===== src/rtl/keypad_pkg.sv =====
// Shared keypad geometry, FSM state type and column-drive helpers.
package keypad_pkg;
  localparam int NUM_ROWS = 4;
  localparam int NUM_COLS = 4;
  localparam int ROW_W    = $clog2(NUM_ROWS);
  localparam int COL_W    = $clog2(NUM_COLS);
  localparam int KEY_W    = ROW_W + COL_W;

  // Column 0 driven low out of reset
  localparam logic [NUM_COLS-1:0] COL_RESET = 4'b1110;

  typedef enum logic [1:0] {
    SCAN,
    DEBOUNCE,
    HELD
  } kp_state_e;

  // Active-low one-hot drive pattern for a column index
  function automatic logic [NUM_COLS-1:0] col_drive(input logic [COL_W-1:0] idx);
    col_drive = ~(NUM_COLS'(1) << idx);
  endfunction
endpackage


===== src/rtl/keypad_scanner_if.sv =====
// Keypad-side and host-side signals of the scanner.
// master: the scanner itself; slave: keypad matrix / consumer of key events.
interface keypad_scanner_if;
  import keypad_pkg::*;

  logic [NUM_ROWS-1:0] row_in;
  logic [NUM_COLS-1:0] col_out;
  logic [KEY_W-1:0]    key_code;
  logic                key_valid;
  logic                key_held;

  modport master (input row_in, output col_out, key_code, key_valid, key_held);
  modport slave  (output row_in, input col_out, key_code, key_valid, key_held);
endinterface


===== src/rtl/scan_tick_gen.sv =====
// Free-running divider: tick is high on the last cycle of each DIV-cycle slot.
module scan_tick_gen #(
  parameter int DIV = 27000
) (
  input  logic clk,
  input  logic reset,
  output logic tick
);
  localparam int CW = $clog2(DIV);
  localparam logic [CW-1:0] LAST = CW'(DIV - 1);

  logic [CW-1:0] cnt;

  // Count 0..DIV-1 and wrap; never stalls regardless of scanner state
  always_ff @(posedge clk or negedge reset) begin
    if (!reset)           cnt <= '0;
    else if (cnt == LAST) cnt <= '0;
    else                  cnt <= cnt + CW'(1);
  end

  assign tick = (cnt == LAST);
endmodule


===== src/rtl/keypad_scanner.sv =====
// 4x4 matrix keypad scanner: rotates an active-low column strobe once per
// slot, debounces press and release on slot ticks, reports the key as row*4+col.
module keypad_scanner
  import keypad_pkg::*;
#(
  parameter int SCAN_DIV       = 27000,
  parameter int DEBOUNCE_SCANS = 4
) (
  input  logic              clk,
  input  logic              reset,
  keypad_scanner_if.master  bus
);
  localparam int CNT_W = $clog2(DEBOUNCE_SCANS + 1);
  localparam logic [CNT_W-1:0] DB_MAX = CNT_W'(DEBOUNCE_SCANS);

  logic                tick;
  logic [NUM_ROWS-1:0] row_s1, row_s2;
  kp_state_e           state_q, nxt_state;
  logic [COL_W-1:0]    col_q, nxt_col;
  logic [ROW_W-1:0]    row_q, nxt_row;
  logic [CNT_W-1:0]    press_q, nxt_press, rel_q, nxt_rel;
  logic [NUM_COLS-1:0] col_out_q;
  logic [KEY_W-1:0]    key_code_q;
  logic                key_valid_q, key_held_q;
  logic                accept, rel_done;
  logic                low_any;
  logic [ROW_W-1:0]    low_idx;

  scan_tick_gen #(.DIV(SCAN_DIV)) u_tick (
    .clk   (clk),
    .reset (reset),
    .tick  (tick)
  );

  // Two-flop synchronizer; idle rows read as high
  always_ff @(posedge clk or negedge reset) begin
    if (!reset) begin
      row_s1 <= '1;
      row_s2 <= '1;
    end else begin
      row_s1 <= bus.row_in;
      row_s2 <= row_s1;
    end
  end

  // Lowest-numbered low row wins when several are pressed in one column
  always_comb begin
    low_any = ~&row_s2;
    low_idx = '0;
    for (int r = NUM_ROWS - 1; r >= 0; r--)
      if (!row_s2[r]) low_idx = ROW_W'(r);
  end

  // Next-state: every decision is taken on a tick, rows between ticks ignored
  always_comb begin
    nxt_state = state_q;
    nxt_col   = col_q;
    nxt_row   = row_q;
    nxt_press = press_q;
    nxt_rel   = rel_q;
    accept    = 1'b0;
    rel_done  = 1'b0;
    if (tick) begin
      case (state_q)
        SCAN: begin
          if (low_any) begin
            nxt_row = low_idx;
            if (DEBOUNCE_SCANS == 1) begin
              accept    = 1'b1;
              nxt_state = HELD;
              nxt_press = '0;
              nxt_rel   = '0;
            end else begin
              nxt_press = CNT_W'(1);
              nxt_state = DEBOUNCE;
            end
          end else begin
            nxt_col = col_q + COL_W'(1);
          end
        end
        DEBOUNCE: begin
          if (!row_s2[row_q]) begin
            if (press_q + CNT_W'(1) == DB_MAX) begin
              accept    = 1'b1;
              nxt_state = HELD;
              nxt_press = '0;
              nxt_rel   = '0;
            end else begin
              nxt_press = press_q + CNT_W'(1);
            end
          end else begin
            nxt_state = SCAN;
            nxt_press = '0;
            nxt_col   = col_q + COL_W'(1);
          end
        end
        HELD: begin
          if (row_s2[row_q]) begin
            if (rel_q + CNT_W'(1) == DB_MAX) begin
              rel_done  = 1'b1;
              nxt_state = SCAN;
              nxt_rel   = '0;
              nxt_col   = col_q + COL_W'(1);
            end else begin
              nxt_rel = rel_q + CNT_W'(1);
            end
          end else begin
            nxt_rel = '0;
          end
        end
        default: nxt_state = SCAN;
      endcase
    end
  end

  // FSM state, latched column/row and debounce counters
  always_ff @(posedge clk or negedge reset) begin
    if (!reset) begin
      state_q   <= SCAN;
      col_q     <= '0;
      row_q     <= '0;
      press_q   <= '0;
      rel_q     <= '0;
      col_out_q <= COL_RESET;
    end else begin
      state_q   <= nxt_state;
      col_q     <= nxt_col;
      row_q     <= nxt_row;
      press_q   <= nxt_press;
      rel_q     <= nxt_rel;
      col_out_q <= col_drive(nxt_col);
    end
  end

  // Key event outputs, all updated on the edge closing the accepting tick
  always_ff @(posedge clk or negedge reset) begin
    if (!reset) begin
      key_code_q  <= '0;
      key_valid_q <= 1'b0;
      key_held_q  <= 1'b0;
    end else begin
      key_valid_q <= accept;
      if (accept) begin
        key_code_q <= {nxt_row, col_q};
        key_held_q <= 1'b1;
      end else if (rel_done) begin
        key_held_q <= 1'b0;
      end
    end
  end

  assign bus.col_out   = col_out_q;
  assign bus.key_code  = key_code_q;
  assign bus.key_valid = key_valid_q;
  assign bus.key_held  = key_held_q;
endmodule


===== src/flat_wrapper.sv =====
// flat-port wrapper written by rule: the top's interface ports become plain ports
module keypad_scanner_flat import keypad_pkg::*;
#(
  parameter int SCAN_DIV       = 27000,
  parameter int DEBOUNCE_SCANS = 4
)
  (clk, reset, bus_row_in, bus_col_out, bus_key_code, bus_key_valid, bus_key_held);
  keypad_scanner_if bus_i ();
  input  logic clk;
  input  logic reset;
  input wire logic [$bits(bus_i.row_in)-1:0] bus_row_in;
  output wire logic [$bits(bus_i.col_out)-1:0] bus_col_out;
  output wire logic [$bits(bus_i.key_code)-1:0] bus_key_code;
  output wire logic [$bits(bus_i.key_valid)-1:0] bus_key_valid;
  output wire logic [$bits(bus_i.key_held)-1:0] bus_key_held;
  assign bus_i.row_in = bus_row_in;
  assign bus_col_out = bus_i.col_out;
  assign bus_key_code = bus_i.key_code;
  assign bus_key_valid = bus_i.key_valid;
  assign bus_key_held = bus_i.key_held;
  keypad_scanner #(.SCAN_DIV(SCAN_DIV), .DEBOUNCE_SCANS(DEBOUNCE_SCANS)) u_core (.clk(clk), .reset(reset), .bus(bus_i));
endmodule

===== config.mk =====
export PLATFORM = sky130hd
export DESIGN_NAME = keypad_scanner_flat
export DESIGN_NICKNAME = d
export VERILOG_FILES = /design/src/rtl/keypad_pkg.sv /design/src/rtl/keypad_scanner_if.sv /design/src/rtl/scan_tick_gen.sv /design/src/rtl/keypad_scanner.sv /design/src/flat_wrapper.sv
export SDC_FILE = /design/constraint.sdc
export NUM_CORES = 1
export LEC_CHECK = 0
export CORE_MARGIN = 2
export CORE_UTILIZATION = 25
export DETAILED_ROUTE_END_ITERATION = 10
export PLACE_DENSITY_LB_ADDON = 0.3
export SLEW_MARGIN = 30
export SYNTH_ARGS = -nofsm -noshare
export SYNTH_HDL_FRONTEND = slang
export SYNTH_SLANG_ARGS = --single-unit

===== constraint.sdc =====
create_clock -name clk -period 3.2 [get_ports clk]
set_input_delay 0.64 -clock clk [delete_from_list [all_inputs] [get_ports clk]]
set_output_delay 0.64 -clock clk [all_outputs]
set_load 0.05 [all_outputs]

Yosys cells after proc, flatten, opt, wreduce, memory -nomap -nowiden. Index checks and enable logic that the tools add are counted.

Add/subtract/negate cells: 4. Order comparisons: 1. Equal/unequal tests: 11. Shift-type cells: 1. Mux-type cells: 41. Bitwise gates (word level): 1. Reduce and logical (&&, ||, !) cells: 8.

Operators with widths (count): 2-bit two-way mux (17); 3-bit two-way mux (7); 15-bit by 1-bit adder with 15-bit output (second input constant) (1); 15-bit == test (second input constant) (1); 15-bit two-way mux (1); 2-bit one-hot mux with 3 select lines (2); 3-bit one-hot mux with 2 select lines (2); 1-bit two-way mux (11); 4-bit AND reduction (2); 3-bit by 1-bit adder with 3-bit output (second input constant) (2); 3-bit == test (second input constant) (2); 2-bit by 1-bit != test with 1-bit output (second input constant) (3); 2-bit nonzero test (3); 5-bit AND reduction (1); 2-bit != test (second input constant) (2); 4-bit inverter (1); 1-bit by 2-bit << shifter with 4-bit output (first input constant) (1); 2-bit by 3-bit less-than comparator with 1-bit output (second input constant) (1); 3-bit by 1-bit != test with 1-bit output (second input constant) (1); 3-bit AND reduction (1); 2-bit by 1-bit adder with 2-bit output (second input constant) (1); 1-bit binary-select mux with 2-bit select (1); 2-bit by 1-bit == test with 1-bit output (second input constant) (1); 2-bit == test (second input constant) (1); 2-bit zero test (1).

Register bits after elaboration: 45. Output and inout port bits: 10.

Longest topological paths before layout.
Word-level depth: 8. Mapped depth: 8.

Modules after synthesis. From an unflattened synthesis, not the netlist that was laid out.

Cell total of the unflattened synthesis: 193. Area, all modules: 2160.8 um^2.

Modules (own cells, without submodules): keypad_scanner (instances 1, cells an instance 126, area an instance 1436.4 um^2, seq. area each 764.5 um^2); scan_tick_gen (instances 1, cells an instance 67, area an instance 724.4 um^2, seq. area each 375.4 um^2).

Least setup slack after synthesis. No wires, ideal clock.

Path kind: register to register. Start: register u_core.u_tick.cnt[0]. End: register u_core.col_out_q[2], in the netlist u_core.bus.col_out[2]. Data arrival time: 2057 ps. Data required time: 3123 ps. Path slack: 1065 ps. Stages on the path, launching flop included: 7. Path buffers: 1. Period minus slack after synthesis: 2135 ps. Path through: dfrtp_1 > ha_1 > nand4_1 > or4_4 > buf_6 > or4_4 > o21ba_1.

Word-level cells in the longest chain between the ends: 4.

RTL lines: start: declaration (line scan_tick_gen.sv:12) `logic [CW-1:0] cnt;`; start signal: assignment (line scan_tick_gen.sv:18) `else cnt <= cnt + CW'(1);`; 15-bit == test (line scan_tick_gen.sv:21) `assign tick = (cnt == LAST);`; 2-bit two-way mux (line keypad_scanner.sv:63) `if (tick) begin`; 1-bit by 2-bit << shifter with 4-bit output (line keypad_pkg.sv:20) `col_drive = ~(NUM_COLS'(1) << idx);`; 4-bit inverter (line keypad_pkg.sv:20); end signal: assignment (line keypad_scanner.sv:131) `col_out_q <= col_drive(nxt_col);`; end: declaration (line keypad_scanner.sv:22) `logic [NUM_COLS-1:0] col_out_q;`.

Every way passes these cells. A chain may end at the register's enable or synchronous reset.

Final worst setup path.
Start: register u_core.u_tick.cnt[0]. End: register u_core.key_code_q[1], in the netlist u_core.bus.key_code[1].

Word-level cells in the longest chain between the ends: 2.

RTL lines: 15-bit == test (line scan_tick_gen.sv:21); 1-bit two-way mux (line keypad_scanner.sv:63); end signal: assignment (line keypad_scanner.sv:144) `key_code_q <= {nxt_row, col_q};`; end: declaration (line keypad_scanner.sv:23) `logic [KEY_W-1:0] key_code_q;`.

Every way passes these cells.

==> metrics <==
status=finished clean; Die W=97.1 um; vias in the first global route=1454; CP arrival=2.56 ns; final hold vios=0; Seq. cell area=1140 um2; CP Class=reg -> reg; Synth async-reset ratio=100%; Synthesized Nets=approximately 210; Max Clk Rate=roughly 420 MHz; post-synth cell types=47; Power Density=roughly 410 nW/um2; Yosys warnings=0; post-layout min period=2.37 ns; Post-Syn Area per Cell=10.9 um2; VDD IR max=0.186 mV; Post-CTS Setup Bufs=0; pin count of the biggest net entering global routing=46; Worst Setup End Kind=flop; register bit total from synthesis=45; unrepaired setup endpoints after global routing=no; H-tree levels=2; Synth-to-Final Area Change=17.6%; Critical Path RT=3.39 ns; die area=9420 um2; Root Driver=clkbuf_8; Final setup viols=0; crit path max fanout=10; fin nets=233; Hold Crit Class=in -> async; gpl congestion=approximately 0.85; Finished Cell Area=2550 um2; multi-input logic area=961 um2; setup slack after layout=0.833 ns; pre-CTS WS=between 0.8 and 0.9 ns; commonest cells after routing, fill and taps aside=34 x dfrtp_1, 15 x nor2_1, 15 x nand2_1; Setup Skew=0.00812 ns; Via density=4.62; sequential share of the synthesized area=52.6%; Avg WL per Cell=roughly 12 um; Sinks on Clock Net=45; Clock Latency Late Sink=about 0.30 ns; top_reg_cell synth=dfrtp_1; Cells after Synth=199; Buffers on Ports=15; first-pass GRT wire length=around 7000 um; Resize count post-CTS=0; Ports=16; DR vias=1496; ANT nets after route=0; DRT Pass-1 Iters=4; Post-CTS Hold Buffers=0; final worst path period share=74.0%; Starting Density=26.1%; actual slew at the worst max-slew pin=0.559 ns; layout cell share with drive strength beyond 1=13.7%; Hold Slack=approximately 0.32 ns; commonest non-fill, non-tap cell in the layout=dfrtp_1; DRC violations left=0; number of fill cells=879; row count=33; clock slew at reported path FFs=~0.080 ns; Post-Route Setup TNS=0 ns; antenna violations before repair=0; initial drt markers=between 80 and 90; Worst Reg2Reg Path Length in Cells=5; Detail Placement HPWL=2810 um; Slew Limit Fails=0; Cell Area, Placed=2440 um2; number of inserted diodes=0; Routed WL=approximately 4000 um; total global-route track usage=9.11%; Rel. slew slack=62.4%; chip height=97.1 um; number of flops mapped to enable cells by yosys=0; CTS tree=done; remaining global-route overflow=0; CTS buffer count=5; Leak=about 1.1 nW; Final Instance Count excl. Fillers=324; Startpoint Class=flop; Placed Cells=approximately 320; Max Cap Viol=0; Clock Tree Buf Depth=2; cell area after synthesis=2170 um2; Core Region=between 8000 and 9000 um2
-- final cells by class --
class	count	share of cell area, %
inverters	13	1.92
flip-flops and latches	45	44.7
multi-input cells	137	37.7
clock inverters	2	1.52
clock buffers	6	2.85
repair buffers	16	6.09
well taps	105	5.16
-- per-stage QoR --
stage	power, mW	utilization [%]
final	1.04	30.7
after global routing	1.08	30.7
after CTS	1.05	30.7
after detailed placement	0.616	29.4
after global placement	0.615	29.3
after floorplan	0.596	-
-- synth_stat cells, types with 2 or more instances --
cell type / n / area (um2)
xor2_1: 6 / 52.6
or4_4: 2 / 22.5
o31ai_1: 3 / 22.5
clkbuf_1: 2 / 7.51
o211ai_1: 2 / 15.0
mux2i_1: 2 / 20.0
nand3_1: 9 / 45.0
nand2_1: 15 / 56.3
nor3_1: 6 / 30.0
o21ai_0: 8 / 40.0
nor4_1: 2 / 12.5
a21oi_1: 5 / 25.0
nand2b_1: 3 / 18.8
dfrtp_1: 34 / 851
nand4_1: 6 / 37.5
ha_1: 9 / 113
nand4b_1: 2 / 17.5
xnor2_1: 10 / 87.6
mux2_2: 4 / 45.0
nand3b_1: 2 / 15.0
nor2_1: 15 / 56.3
inv_1: 13 / 48.8
a31oi_1: 5 / 31.3
dfstp_2: 11 / 289
-- report_power, final --
group / switching (mW) / total (mW) / internal (mW)
Sequential: 0.00358 / 0.581 / 0.578
Combinational: 0.0149 / 0.0221 / 0.00717
Clock: 0.198 / 0.432 / 0.235
Total: 0.216 / 1.04 / 0.819
-- worst max-delay path, cell delays in order, from the launching register on --
cell and delay (ns):
dfrtp_1 0.39, ha_1 0.21, nand4_1 0.19, or4_4 0.62
nor3_2 0.45, mux2_2 0.39
-- per-layer routing --
layer  vias to the layer above  GRT usage [%]  share of wire (%)
met5                         -              0                  0
met4                         0           3.90                2.0
met3                         6           2.37                3.8
met2                        27           13.5                 43
met1                       720           12.6                 51
li1                        743              -                  -
-- registers in the layout (all words and copies together), names as in the netlist --
signal	flops
u_core.bus.key_code	4
u_core.row_q	2
u_core.u_tick.cnt	15
u_core.press_q	3
u_core.row_s1	4
u_core.col_q	2
u_core.row_s2	4
u_core.bus.col_out	4
u_core.rel_q	3
u_core.bus.key_valid	1
u_core.state_q	2
u_core.bus.key_held	1
-- worst paths after layout --
path / start / to / slack, ns
min in group clk: u_core.row_s1[2] / u_core.row_s2[2] / 0.36
max in group asynchronous: reset / u_core.bus.col_out[3] / 2.48
hold reg to reg: u_core.row_s1[2] / u_core.row_s2[2] / 0.36
setup reg to reg: u_core.u_tick.cnt[0] / u_core.bus.key_code[1] / 0.83
hold / removal: reset / u_core.press_q[2] / 0.32
setup / recovery: u_core.u_tick.cnt[0] / u_core.bus.key_code[1] / 0.83
-- logic make-up after synthesis --
kind of cell    count (synthesis)  share of synthesized area, %
fa+ha+maj                       9                          5.20
xor+xnor                       16                          6.47
simple gates                   74                          18.7
mux                             7                          4.04
buf+inv                        17                          3.29
flops                          45                          52.6
compound gates                 31                          9.65
(Power assumes the default switching activity.)
